**config.mk**
```make
export PLATFORM = sky130hd
export DESIGN_NAME = lc4_perf_monitor
export DESIGN_NICKNAME = d
export VERILOG_FILES = /design/src/rtl/lc4_perf_pkg.sv /design/src/rtl/lc4_sat_counter.sv /design/src/rtl/lc4_perf_monitor.sv
export SDC_FILE = /design/constraint.sdc
export NUM_CORES = 1
export LEC_CHECK = 0
export BUFFER_PORTS_ARGS = -buffer_cell sky130_fd_sc_hd__buf_2
export CAP_MARGIN = 20
export CORE_UTILIZATION = 50
export DETAILED_ROUTE_END_ITERATION = 10
export MAX_ROUTING_LAYER = met4
export PLACE_DENSITY = 0.79
export SETUP_SLACK_MARGIN = 0.05
export SLEW_MARGIN = 20
export SYNTH_ARGS = -nofsm -noshare
export SYNTH_HDL_FRONTEND = slang
export SYNTH_SLANG_ARGS = --single-unit
```
**constraint.sdc**
```tcl
create_clock -name clk -period 3.4 [get_ports clk]
set_input_delay 0.68 -clock clk [delete_from_list [all_inputs] [get_ports clk]]
set_output_delay 0.68 -clock clk [all_outputs]
set_load 0.02 [all_outputs]
```
**src/rtl/lc4_perf_pkg.sv**
```systemverilog
// ============================================================================
// Module      : lc4_perf_pkg
// Description : Shared encodings for the LC4 retirement/stall monitor.
// Revision    : 1.0 - initial release
// ============================================================================
`default_nettype none

package lc4_perf_pkg;

    // Monitor FSM encoding
    localparam logic [1:0] ST_IDLE   = 2'd0;
    localparam logic [1:0] ST_RUN    = 2'd1;
    localparam logic [1:0] ST_HALTED = 2'd2;

    // test_stall codes driven by the processor
    localparam logic [1:0] STALL_NONE   = 2'd0;
    localparam logic [1:0] STALL_CACHE  = 2'd1;
    localparam logic [1:0] STALL_BRANCH = 2'd2;
    localparam logic [1:0] STALL_LOAD   = 2'd3;

    // Counter indices as seen on rd_sel
    localparam logic [2:0] SEL_CYCLES     = 3'd0;
    localparam logic [2:0] SEL_RETIRED    = 3'd1;
    localparam logic [2:0] SEL_CACHE      = 3'd2;
    localparam logic [2:0] SEL_BRANCH     = 3'd3;
    localparam logic [2:0] SEL_LOAD       = 3'd4;
    localparam logic [2:0] SEL_REGFILE_WE = 3'd5;
    localparam logic [2:0] SEL_NZP_WE     = 3'd6;
    localparam logic [2:0] SEL_DMEM_WE    = 3'd7;

    localparam int NUM_CNT = 8;

    localparam logic [19:0] LC4_HALT_INSN = 20'h88000;

    // Architectural write enables of the retiring instruction
    typedef struct packed {
        logic regfile;
        logic nzp;
        logic dmem;
    } wr_en_t;

endpackage : lc4_perf_pkg

`default_nettype wire

```
**src/rtl/lc4_sat_counter.sv**
```systemverilog
// ============================================================================
// Module      : lc4_sat_counter
// Description : Event counter that sticks at all-ones instead of wrapping.
// Revision    : 1.0 - initial release
// ============================================================================
`default_nettype none

module lc4_sat_counter #(
    parameter int CNT_W = 32
) (
    input  logic             clk,
    input  logic             rst,
    input  logic             inc,
    input  logic             clr,
    output logic [CNT_W-1:0] q
);

    localparam logic [CNT_W-1:0] C_ONE = {{(CNT_W-1){1'b0}}, 1'b1};

    logic [CNT_W-1:0] r_q;

    always_ff @(posedge clk) begin
        if (rst || clr) begin
            r_q <= '0;
        end else if (inc && (r_q != '1)) begin
            r_q <= r_q + C_ONE;
        end
    end

    assign q = r_q;

endmodule : lc4_sat_counter

`default_nettype wire

```
**src/rtl/lc4_perf_monitor.sv**
```systemverilog
// ============================================================================
// Module      : lc4_perf_monitor
// Description : Cycle/retire/stall/write-event monitor with HALT detection
//               and a registered counter readout port.
// Revision    : 1.0 - initial release
// ============================================================================
`default_nettype none

module lc4_perf_monitor
    import lc4_perf_pkg::*;
#(
    parameter int              INSN      = 19,
    parameter int              CNT_W     = 32,
    parameter logic [INSN:0]   HALT_INSN = LC4_HALT_INSN
) (
    input  logic             clk,
    input  logic             rst,
    input  logic             gwe,
    input  logic             clear,
    input  logic [1:0]       test_stall,
    input  logic [INSN:0]    test_cur_insn,
    input  logic             test_regfile_we,
    input  logic             test_nzp_we,
    input  logic             test_dmem_we,
    input  logic [2:0]       rd_sel,
    output logic [CNT_W-1:0] rd_data,
    output logic             running,
    output logic             halted
);

    logic [1:0]       r_state;
    logic [1:0]       w_state_nxt;
    logic             r_running;
    logic             r_halted;
    logic [CNT_W-1:0] r_rd_data;

    logic             w_sample;
    logic             w_retire;
    logic             w_is_halt;
    wr_en_t           w_wr_en;
    logic [NUM_CNT-1:0] w_inc;
    logic [CNT_W-1:0] w_cnt [NUM_CNT];

    // A clear in the same cycle as a sample drops the sample entirely.
    assign w_sample  = gwe && !clear && (r_state != ST_HALTED);
    assign w_retire  = w_sample && (test_stall == STALL_NONE);
    assign w_is_halt = w_retire && (test_cur_insn == HALT_INSN);

    assign w_wr_en.regfile = test_regfile_we;
    assign w_wr_en.nzp     = test_nzp_we;
    assign w_wr_en.dmem    = test_dmem_we;

    // Write enables only count on retire samples; stall slots carry bubbles.
    always_comb begin
        w_inc                 = '0;
        w_inc[SEL_CYCLES]     = w_sample;
        w_inc[SEL_RETIRED]    = w_retire;
        w_inc[SEL_CACHE]      = w_sample && (test_stall == STALL_CACHE);
        w_inc[SEL_BRANCH]     = w_sample && (test_stall == STALL_BRANCH);
        w_inc[SEL_LOAD]       = w_sample && (test_stall == STALL_LOAD);
        w_inc[SEL_REGFILE_WE] = w_retire && w_wr_en.regfile;
        w_inc[SEL_NZP_WE]     = w_retire && w_wr_en.nzp;
        w_inc[SEL_DMEM_WE]    = w_retire && w_wr_en.dmem;
    end

    always_comb begin
        w_state_nxt = r_state;
        if (clear) begin
            w_state_nxt = ST_IDLE;
        end else if (w_is_halt) begin
            w_state_nxt = ST_HALTED;
        end else if (w_sample) begin
            w_state_nxt = ST_RUN;
        end
    end

    generate
        for (genvar gi = 0; gi < NUM_CNT; gi++) begin : g_cnt
            lc4_sat_counter #(
                .CNT_W (CNT_W)
            ) u_cnt (
                .clk (clk),
                .rst (rst),
                .inc (w_inc[gi]),
                .clr (clear),
                .q   (w_cnt[gi])
            );
        end
    endgenerate

    // Readout samples the counters before this edge's update.
    always_ff @(posedge clk) begin
        if (rst) begin
            r_state   <= ST_IDLE;
            r_running <= 1'b0;
            r_halted  <= 1'b0;
            r_rd_data <= '0;
        end else begin
            r_state   <= w_state_nxt;
            r_running <= (w_state_nxt == ST_RUN);
            r_halted  <= (w_state_nxt == ST_HALTED);
            r_rd_data <= w_cnt[rd_sel];
        end
    end

    assign rd_data = r_rd_data;
    assign running = r_running;
    assign halted  = r_halted;

endmodule : lc4_perf_monitor

`default_nettype wire

```
==> metrics.md <==
| Metric | Value |
|---|---|
| Syn. warnings | 0 |
| Fin. Hold Viols | 0 |
| Area of the multi-input gates | 9710 µm² |
| Crit end category | register |
| Remaining DRCs | 1 |
| Fillers | roughly 2700 |
| Cell breakdown of the critical path | nand4_1 > nor4_1 > nand4b_1 > or3_1 > a21oi_1 |
| Crit Path Max Fanout | 9 |
| Post-detail-place hpwl | roughly 38 mm |
| Initial DRC count | roughly 2400 |
| Crit-path slowest cell | nor4_1 |
| Max IR drop VDD | 0.000292 V |
| F_max | ~350 MHz |
| Power per cell area | 417 nW/µm² |
| Final WL | about 52 mm |
| Synth unique cells | 56 |
| Clock Path Buffers | 3 |
| Kind of critical path | reg2reg |
| Clock latency on the worst-skew pair | roughly 520 ps |
| Largest net degree at the start of global routing | 57 |
| Mapped cell area | 16100 µm² |
| Via density | slightly above 7 |
| Post-CTS sizing | 0 |
| Mapped Avg Cell Area | roughly 8.7 µm² |
| Fin crit share | 0.833 |
| P&R area growth vs syn | 12.6% |
| Crit start category | register |
| Core area | 31600 µm² |
| Final GP Congestion | roughly 0.99 |
| Status | finished with violations |
| Violated checks | DRC |
| GRT Overall Usage | 0.323 |
| Starting density of the core | 0.509 |
| Die Wd | ~180 µm |
| Clk sinks | between 200 and 300 |
| Non-filler instance count after layout | 2319 |
| Post-CTS Setup Inserts | 0 |
| Fin. max-slew vios | 0 |
| CTS tree | yes |
| Reg clk slew, reported paths | approximately 60 ps |
| Ys async rst share | 0 |
| Final antenna-violating net count | 0 |
| RSZ-0062 raised after global routing | false |
| Per-cell routed wire length | around 23 µm |
| Reg area | ~6000 µm² |
| Via count | around 16000 |
| Share of cells above drive strength 1 | 0.130 |
| Drt pass-1 iters | 9 |
| Initial antenna violation count | 5 |
| Max stage delay on crit path | slightly below 800 ps |
| Hold-fix buffers, CTS | 0 |
| First-pass GRT wire length | about 82 mm |
| CTS H-tree depth | 2 |
| Final setup viols | 0 |
| Rel. slew slack | 0.285 |
| Measured slew at the worst slew-check pin | between 1000 and 1500 ps |
| Worst Clk Skew | around 27 ps |
| Nets | between 1500 and 2000 |
| Grt ovf | 0 |
| #FFs+latches synth | 292 |
| Type of the most critical hold path | reg2reg |
| Post-synth EDFFs | 0 |
| Leak | ~5.3 nW |
| Cts bufs inserted | 34 |
| Placed Cells | 2257 |
| WP data arrival | 3270 ps |
| Vias in the first global route | between 10000 and 15000 |
| Post-Syn Instances | 1856 |
| Die ar. | 32800 µm² |
| IO Count | 66 |
| Register area share after synthesis | 0.364 |
| Post-synthesis net count | about 1900 |
| IO Port Bufs | 65 |
| Max-cap violation count | 0 |
| Worst EP required | 3830 ps |
| Setup total negative slack | 0 ps |
| Synth Flop Type | dfxtp_1 |
| Minimum clock period | between 2000 and 3000 ps |
| Rows | 65 |
| Root Buffer | clkbuf_16 |
| Die Span Y | around 180 µm |
-- synthesized netlist by cell type (all sizes together) (15+ instances only) --
cell / n / area share
and4: 22 / 0.012
nand2: 157 / 0.037
nor2: 102 / 0.024
nor4: 50 / 0.020
nand3: 98 / 0.031
a21oi: 165 / 0.051
inv: 33 / 0.0077
clkbuf: 96 / 0.022
xnor2: 23 / 0.013
mux4: 64 / 0.090
nand4: 83 / 0.032
dfxtp: 292 / 0.36
or3: 113 / 0.044
and3: 25 / 0.0097
buf: 15 / 0.0042
or4: 98 / 0.046
o31ai: 87 / 0.041
o211ai: 18 / 0.0084
mux2i: 61 / 0.038
o21ai: 81 / 0.025
nor3: 37 / 0.012
-- worst max-delay path: cells and delay by family, from the launching register on --
kind             cells  cell delay [ps]
AND/OR/NAND/NOR      4             2100
AO/OA/AOI/OAI        1              150
flip-flops           1              480
-- power breakdown --
part	switching [mW]	leakage, nW	internal (mW)	total [mW]
Clock	1.51	0.580	2.34	3.84
Combinational	0.180	2.40	0.0959	0.276
Sequential	0.00310	2.35	3.42	3.43
Total	1.69	5.33	5.86	7.55
-- metrics by stage --
stage | power [mW] | hold WS (ps) | setup slack, ps | area, µm² | utilization
4_1_cts | 7.56 | 493 | 704 | 18100 | 0.573
5_1_grt | 7.73 | 505 | 443 | 18100 | 0.573
3_3_place_gp | 3.77 | 467 | 486 | 16900 | 0.536
3_5_place_dp | 3.77 | 485 | 409 | 16900 | 0.536
2_1_floorplan | 3.67 | 453 | 573 | 16100 | -
6_report | 7.55 | 494 | 569 | 18100 | 0.573
-- metal layers --
| metal | vias to the layer above | part of all wire | global-route usage |
|---|---|---|---|
| li1 | 7320 | - | - |
| met1 | 7836 | 0.39 | 0.426 |
| met2 | 1095 | 0.43 | 0.468 |
| met3 | 194 | 0.12 | 0.0621 |
| met4 | 0 | 0.059 | 0.171 |
| met5 | - | 0 | - |
-- flip-flops by register name, indices dropped and copies added, names as in the netlist --
signal         cells
g_cnt.u_cnt.q    256
halted             1
r_state            2
rd_data           32
running            1
-- cells in the final DEF (no fill, tap or decap), types with 8 or more instances in the layout --
| cell type | instances |
|---|---|
| nand4_1 | 83 |
| mux2i_1 | 61 |
| o31ai_1 | 87 |
| clkbuf_16 | 37 |
| nor2_1 | 101 |
| or4_1 | 97 |
| mux4_2 | 64 |
| inv_1 | 33 |
| and2_1 | 11 |
| and3_1 | 25 |
| a211oi_1 | 10 |
| nor4_1 | 46 |
| and4_1 | 22 |
| buf_4 | 41 |
| nand3_1 | 98 |
| nand2_1 | 157 |
| buf_2 | 64 |
| ha_1 | 8 |
| xnor2_1 | 23 |
| o211ai_1 | 18 |
| dfxtp_1 | 292 |
| a21oi_1 | 165 |
| o21a_1 | 8 |
| or2_2 | 9 |
| o21ai_0 | 80 |
| nor3_1 | 37 |
| or3_1 | 113 |
-- kinds of logic after synthesis --
group,after synthesis,share of synthesized area
simple gates,837,0.290
buf+inv,144,0.0344
flops,292,0.364
xor+xnor,29,0.0158
mux,125,0.128
fa+ha+maj,8,0.00623
compound gates,421,0.162
-- final cells by class --
class                   count  area share
multi-input cells        1420       0.537
flip-flops and latches    292       0.323
clock buffers              47      0.0566
repair buffers            110      0.0403
well taps                 402      0.0278
clock inverters            11     0.00796
inverters                  33     0.00685
diodes                      4    0.000554
-- worst paths after layout --
path | startpoint | to | slack [ps] | cells after the start
max | g_cnt[1].u_cnt.q[8]$_SDFFE_PP0P_ | g_cnt[1].u_cnt.q[31]$_SDFFE_PP0P_ | 570 | 5
min reg2reg | g_cnt[3].u_cnt.q[19]$_SDFFE_PP0P_ | g_cnt[3].u_cnt.q[19]$_SDFFE_PP0P_ | 490 | 2
min | g_cnt[3].u_cnt.q[19]$_SDFFE_PP0P_ | g_cnt[3].u_cnt.q[19]$_SDFFE_PP0P_ | 490 | 2
max reg2reg | g_cnt[1].u_cnt.q[8]$_SDFFE_PP0P_ | g_cnt[1].u_cnt.q[31]$_SDFFE_PP0P_ | 570 | 5
Note: power is estimated with default switching activity, not from simulation.
